--- config.mk ---
export PLATFORM = sky130hd
export DESIGN_NAME = seg7_digit_driver
export DESIGN_NICKNAME = d
export VERILOG_FILES = /design/src/rtl/seg7_pkg.sv /design/src/rtl/seg7_hex_decode.sv /design/src/rtl/seg7_digit_driver.sv
export SDC_FILE = /design/constraint.sdc
export NUM_CORES = 1
export LEC_CHECK = 0
export ABC_CLOCK_PERIOD_IN_PS = 3550
export CAP_MARGIN = 20
export CORE_MARGIN = 2
export CORE_UTILIZATION = 50
export CTS_CLUSTER_DIAMETER = 50
export DETAILED_ROUTE_END_ITERATION = 12
export PLACE_DENSITY = 0.86
export SYNTH_ARGS = -nofsm -noshare
export SYNTH_HDL_FRONTEND = slang
export SYNTH_SLANG_ARGS = --single-unit
--- constraint.sdc ---
create_clock -name clk -period 3.55 [get_ports clk]
set_input_delay 0.71 -clock clk [delete_from_list [all_inputs] [get_ports clk]]
set_output_delay 0.71 -clock clk [all_outputs]
set_load 0.02 [all_outputs]
--- src/rtl/seg7_pkg.sv ---
// Shared types and constants for the 4-digit seven-segment driver.
package seg7_pkg;

    typedef enum logic {
        BLANK = 1'b0,
        SHOW  = 1'b1
    } state_t;

    localparam logic [6:0] SEG_BLANK   = 7'h7F;
    localparam logic [3:0] AN_OFF      = 4'hF;
    localparam logic [3:0] FRAME_FIRST = 4'b1110;
    localparam logic [3:0] FRAME_LAST  = 4'b0111;

    // Active-low {g,f,e,d,c,b,a} glyphs for hex 0..F (b and d lower-case).
    localparam logic [6:0] HEX_SEG [0:15] = '{
        7'h40, 7'h79, 7'h24, 7'h30, 7'h19, 7'h12, 7'h02, 7'h78,
        7'h00, 7'h10, 7'h08, 7'h03, 7'h46, 7'h21, 7'h06, 7'h0E
    };

    // True when exactly one strobe line is low.
    function automatic logic sel_valid(input logic [3:0] s);
        return $countones(~s) == 1;
    endfunction

    // Digit position of the low strobe line; only meaningful for a valid code.
    function automatic logic [1:0] sel_index(input logic [3:0] s);
        logic [1:0] idx;
        case (s)
            4'b1101: idx = 2'd1;
            4'b1011: idx = 2'd2;
            4'b0111: idx = 2'd3;
            default: idx = 2'd0;
        endcase
        return idx;
    endfunction

endpackage

--- src/rtl/seg7_hex_decode.sv ---
// Combinational hex nibble to active-low seven-segment pattern.
module seg7_hex_decode
    import seg7_pkg::*;
(
    input  logic [3:0] nibble,
    output logic [6:0] seg_c
);

    // Table lookup into the shared glyph set.
    assign seg_c = HEX_SEG[nibble];

endmodule

--- src/rtl/seg7_digit_driver.sv ---
// 4-digit common-anode display driver: double-buffered value, anti-ghosting
// dead time on every strobe change, optional leading-zero blanking.
// Optional feature macro: SEG7_DP_EN adds per-digit decimal points (dp_in).
module seg7_digit_driver
    import seg7_pkg::*;
#(
    parameter int unsigned DEAD_CYCLES = 2
) (
    input  logic        clk,
    input  logic        rst,
    input  logic [3:0]  digit_sel,
    input  logic [15:0] value_in,
    input  logic        load,
    input  logic        lz_blank,
`ifdef SEG7_DP_EN
    input  logic [3:0]  dp_in,
`endif
    output logic        busy,
    output logic        sel_err,
    output logic [3:0]  an,
    output logic [6:0]  seg,
    output logic        dp
);

    localparam int unsigned DCNT_W  = (DEAD_CYCLES > 0) ? $clog2(DEAD_CYCLES + 1) : 1;
    localparam bit          NO_DEAD = (DEAD_CYCLES == 0);

    state_t              state;
    logic [DCNT_W-1:0]   dcnt;
    logic [3:0]          sel_q;
    logic [15:0]         pending;
    logic [15:0]         active;
`ifdef SEG7_DP_EN
    logic [3:0]          pending_dp;
    logic [3:0]          active_dp;
`endif

    logic                sel_ok;
    logic                sel_q_ok;
    logic                change;
    logic                commit;
    logic                lz_hit;
    logic [1:0]          idx;
    logic [3:0]          nibble;
    logic [6:0]          hex_seg_c;

    // Strobe qualification, frame boundary and digit content selection.
    always_comb begin
        sel_ok   = sel_valid(digit_sel);
        sel_q_ok = sel_valid(sel_q);
        change   = (digit_sel != sel_q);
        commit   = (sel_q == FRAME_LAST) && (digit_sel == FRAME_FIRST);
        idx      = sel_index(sel_q);
        nibble   = active[{idx, 2'b00} +: 4];
        lz_hit   = lz_blank && (idx != 2'd0) && ((active >> {idx, 2'b00}) == 16'h0000);
    end

    seg7_hex_decode u_hex_decode (
        .nibble (nibble),
        .seg_c  (hex_seg_c)
    );

    // Buffers, blank/show FSM with dead-time counter, and output registers.
    always_ff @(posedge clk or posedge rst) begin
        if (rst) begin
            sel_q   <= AN_OFF;
            state   <= BLANK;
            dcnt    <= DCNT_W'(DEAD_CYCLES);
            pending <= '0;
            active  <= '0;
            busy    <= 1'b0;
            sel_err <= 1'b0;
            an      <= AN_OFF;
            seg     <= SEG_BLANK;
`ifdef SEG7_DP_EN
            pending_dp <= '0;
            active_dp  <= '0;
            dp         <= 1'b1;
`endif
        end else begin
            sel_q   <= digit_sel;
            sel_err <= ~sel_ok & change;

            if (commit) begin
                active <= pending;
`ifdef SEG7_DP_EN
                active_dp <= pending_dp;
`endif
            end

            if (load) begin
                pending <= value_in;
`ifdef SEG7_DP_EN
                pending_dp <= dp_in;
`endif
                busy    <= 1'b1;
            end else if (commit) begin
                busy <= 1'b0;
            end

            an  <= AN_OFF;
            seg <= SEG_BLANK;
`ifdef SEG7_DP_EN
            dp  <= 1'b1;
`endif

            if (!sel_ok || (change && !NO_DEAD)) begin
                state <= BLANK;
                dcnt  <= DCNT_W'(DEAD_CYCLES);
            end else if (state == SHOW || dcnt <= DCNT_W'(1)) begin
                state <= SHOW;
                dcnt  <= '0;
                if (sel_q_ok) begin
                    an  <= sel_q;
                    seg <= lz_hit ? SEG_BLANK : hex_seg_c;
`ifdef SEG7_DP_EN
                    dp  <= ~active_dp[idx];
`endif
                end
            end else begin
                dcnt <= dcnt - DCNT_W'(1);
            end
        end
    end

`ifndef SEG7_DP_EN
    assign dp = 1'b1;
`endif

endmodule

==> qor.yml, run 1 <==
hold_path_end: "dcnt[0]"
drv_slew: 0
start_kind: "input port"
drive_above_1_share_pct: 21.7
vias: 1787
ir_worst_vdd_mv: 0.240
final_antenna_net_count: 0
synthArstFlopShare_pct: 100
status: "complete, no violations"
place_congestion: 0.883
ys_seq_area_share_pct: 48.3
cts.sinks: 52
timing.max_cap.violations: 0
r2r_setup_slack_ns: 0.62
cts_root_buf: "clkbuf_8"
htreeDepth: 2
slew_headroom_pct: 51.4
leakage_uw: 0.00143
switchingPower_uw: 325
coreArea_um2: 5200
io_buffer_count: 36
critical-path-top-delay-family: "adder cells"
combPwrFrac_pct: 17.2
syn-cell-area_um2: 2740
worst_path_largest_cell_delay_ns: 0.56
worstSetupEndpointType: "flip-flop"
wl_per_cell_um: 14.5
initial_core_util_pct: 52.5
drtIter0Drc: 67
cts_made_buffers: 5
antenna_found_initial: 0
ys.flop_type: "dfrtp_1"
hpwl_um: 3420
gr-total-overflow: 0
grt_first_pass_wirelength_um: 8140
die_height_um: 78.0
drt_first_pass_iters: 4
critPathSlowestCell: "fa_1"
ys_warn_count: 0
num_io_pins: 38
required_ns: 3.76
cts_tree: "done"
rsz0062_at_grt: "false"
fp-row-count: 26
crit_chain: "clkdlybuf4s50_1, fa_1, inv_1, ha_1, ha_1, nor3b_1, nand2_2, nor3_4, o31a_4, o221ai_1"
hold_class: "reg -> reg"
crit_top_cell: "ha_1"
n_antenna_cell: 0
worstPathArrival_ns: 3.35
setup.worst_path.start: "digit_sel[0]"
finalSetupViolCount: 0
whs_path_depth: 1
fmax_mhz: 318
fin_crit_sh_pct: 88.5
finalSetupTns_ns: 0
insertion_delay_ns: 0.30
avgSynthCellArea_um2: 12.3
wirelength_um: 4770
area_growth_pct: 18.1
worstMarginPinSlew_ns: 0.727
post-place-cells: 319
dpl_worst_slack_ns: 0.0828
hold_buffers: 0
setup.worst_path.class: "in -> reg"
cts.clk_slew.worst_paths_ns: 0.09
grt_max_degree: 53
grt_pass1_vias: 1715
holdCritStartpoint: "dcnt[0]"
intPower_uw: 896
via_per_inst: 5.45
dieWidth_um: 78.0
ys_seq_elements: 52
switching_share_pct: 26.6
gr-usage-all-layers_pct: 17.0
synth_enable_flop_cells: 0
r2r-start: "sel_q[0]"
worst-path-buf-inv: 2
fill_cells: 427
syn_nets: 264
clkPwrFrac_pct: 27.9
post_cts_resized: 0
fin_crit_ns: 3.14
cts_setup_buffers: 0
pwr-share-seq_pct: 54.9
synth.top_cell.area_share_pct: 32.9
r2r_end: "seg[1]"
die_area_um2: 6080
hold_viol: 0
yosys.cell_types.count: 54
clockBufferDepth: 2
fin_nets: 298
fin_hold_ws_ns: 0.454
crit_fanout: 7
yosys-top-cells-area: "dfrtp_1 33%, dfstp_2 15%, mux2_2 7.4%"
synth_cells: 223
power.density_nw_per_um2: 378
drc: 0
clock_skew_ns: 0.00510
rr_worst_depth: 9
synth_area_leader_cell: "dfrtp_1"
instances_no_fill: 328
setup_ws_ns: 0.407
registers in the layout (all words and copies together), names as in the netlist:
| signal | cells |
|---|---|
| seg | 7 |
| an | 4 |
| dcnt | 2 |
| busy | 1 |
| sel_q | 4 |
| pending | 16 |
| sel_err | 1 |
| active | 16 |
| state | 1 |
kinds of logic (layout without fill, tap and decap cells):
kind of cell             count (synthesis)  in the layout  share of synthesized area (%)
buffers and inverters                   26             61                           4.71
multiplexers                            40             40                           16.2
AND/OR/NAND/NOR                         49             49                           10.2
AO/OA/AOI/OAI                           32             32                           9.79
flip-flops                              52             52                           48.3
adder cells (fa/ha/maj)                 18             18                           8.74
XOR/XNOR                                 5              5                           1.88
other                                    1              1                          0.137
final cells by class:
type | count | area (µm²) | share of cell area [%]
repair buffers | 38 | 388 | 12.0
well taps | 70 | 87.6 | 2.71
clock buffers | 6 | 82.6 | 2.56
inverters | 15 | 56.3 | 1.74
multi-input cells | 145 | 1280 | 39.8
clock inverters | 2 | 10.0 | 0.310
flip-flops and latches | 52 | 1320 | 40.9
worst register-to-register path: cells and delay by family, from the launching register on:
family / cells / cell delay [ns]
simple gates: 1 / 0.10
buf+inv: 2 / 0.25
compound gates: 3 / 0.93
fa+ha+maj: 3 / 0.95
flops: 1 / 0.60
cell usage after synthesis, types with 2 or more instances:
| cell | instances |
|---|---|
| nand3_1 | 6 |
| a32oi_1 | 2 |
| mux2_1 | 17 |
| nor3b_1 | 4 |
| dfstp_2 | 16 |
| o211ai_1 | 3 |
| inv_1 | 14 |
| nor2b_1 | 4 |
| fa_1 | 2 |
| xor2_1 | 4 |
| nand2b_1 | 3 |
| buf_4 | 3 |
| buf_2 | 4 |
| o221ai_1 | 4 |
| mux2i_1 | 5 |
| nor2_1 | 10 |
| a21oi_1 | 5 |
| nand2_1 | 11 |
| buf_6 | 2 |
| ha_1 | 15 |
| clkbuf_1 | 2 |
| dfrtp_1 | 36 |
| mux2_2 | 18 |
| o21ai_1 | 3 |
metrics by stage:
stage / power [µW] / area, µm² / utilization, %
after global routing: 1290 / 3230 / 62.1
after global placement: 878 / 3120 / 59.9
after floorplan: 821 / 2740 / -
final: 1220 / 3230 / 62.1
after detailed placement: 887 / 3120 / 59.9
after CTS: 1230 / 3210 / 61.7
metal layers:
layer	up-vias	GRT usage, %	share of wire, %
li1	849	-	-
met1	872	22.4	45
met2	52	27.6	49
met3	14	3.49	4.3
met4	0	6.84	2.2
met5	-	0	0
cells in the final DEF, fill, tap and decap left out, types with 4 or more instances in the layout:
cell type        count
clkbuf_8             6
dfrtp_1             36
nand2_1             11
dfstp_2             16
nor2b_1              4
clkdlybuf4s50_1     36
ha_1                15
xor2_1               4
mux2_2              18
nand3_1              6
mux2_1              17
mux2i_1              5
nor2_1              10
o221ai_1             4
a21oi_1              5
inv_1               13
nor3b_1              4
power groups by stage:
stage | Combinational [µW] | Clock [µW] | Sequential (µW)
after floorplan | 153 | 0 | 667
after global placement | 200 | 0 | 678
after detailed placement | 207 | 0 | 681
after CTS | 209 | 352 | 670
after global routing | 234 | 376 | 676
final | 210 | 340 | 670
worst max path at each step:
stage	to	depth (start not counted)	slack [ns]
after detailed placement	seg[1]	10	0.08
final	seg[6]	10	0.41
after CTS	seg[6]	10	0.41
after global routing	seg[6]	10	0.15
after global placement	seg[6]	10	0.17
after floorplan	seg[5]	9	0.79
Note: power is estimated with default switching activity, not from simulation.
==> run 2: changes to the inputs <==
Settings changed: CTS_BUF_LIST set to sky130_fd_sc_hd__clkbuf_4 sky130_fd_sc_hd__clkbuf_8.
==> results of run 2 <==
The final DEF is identical to that of run 1; final timing and power are the same.
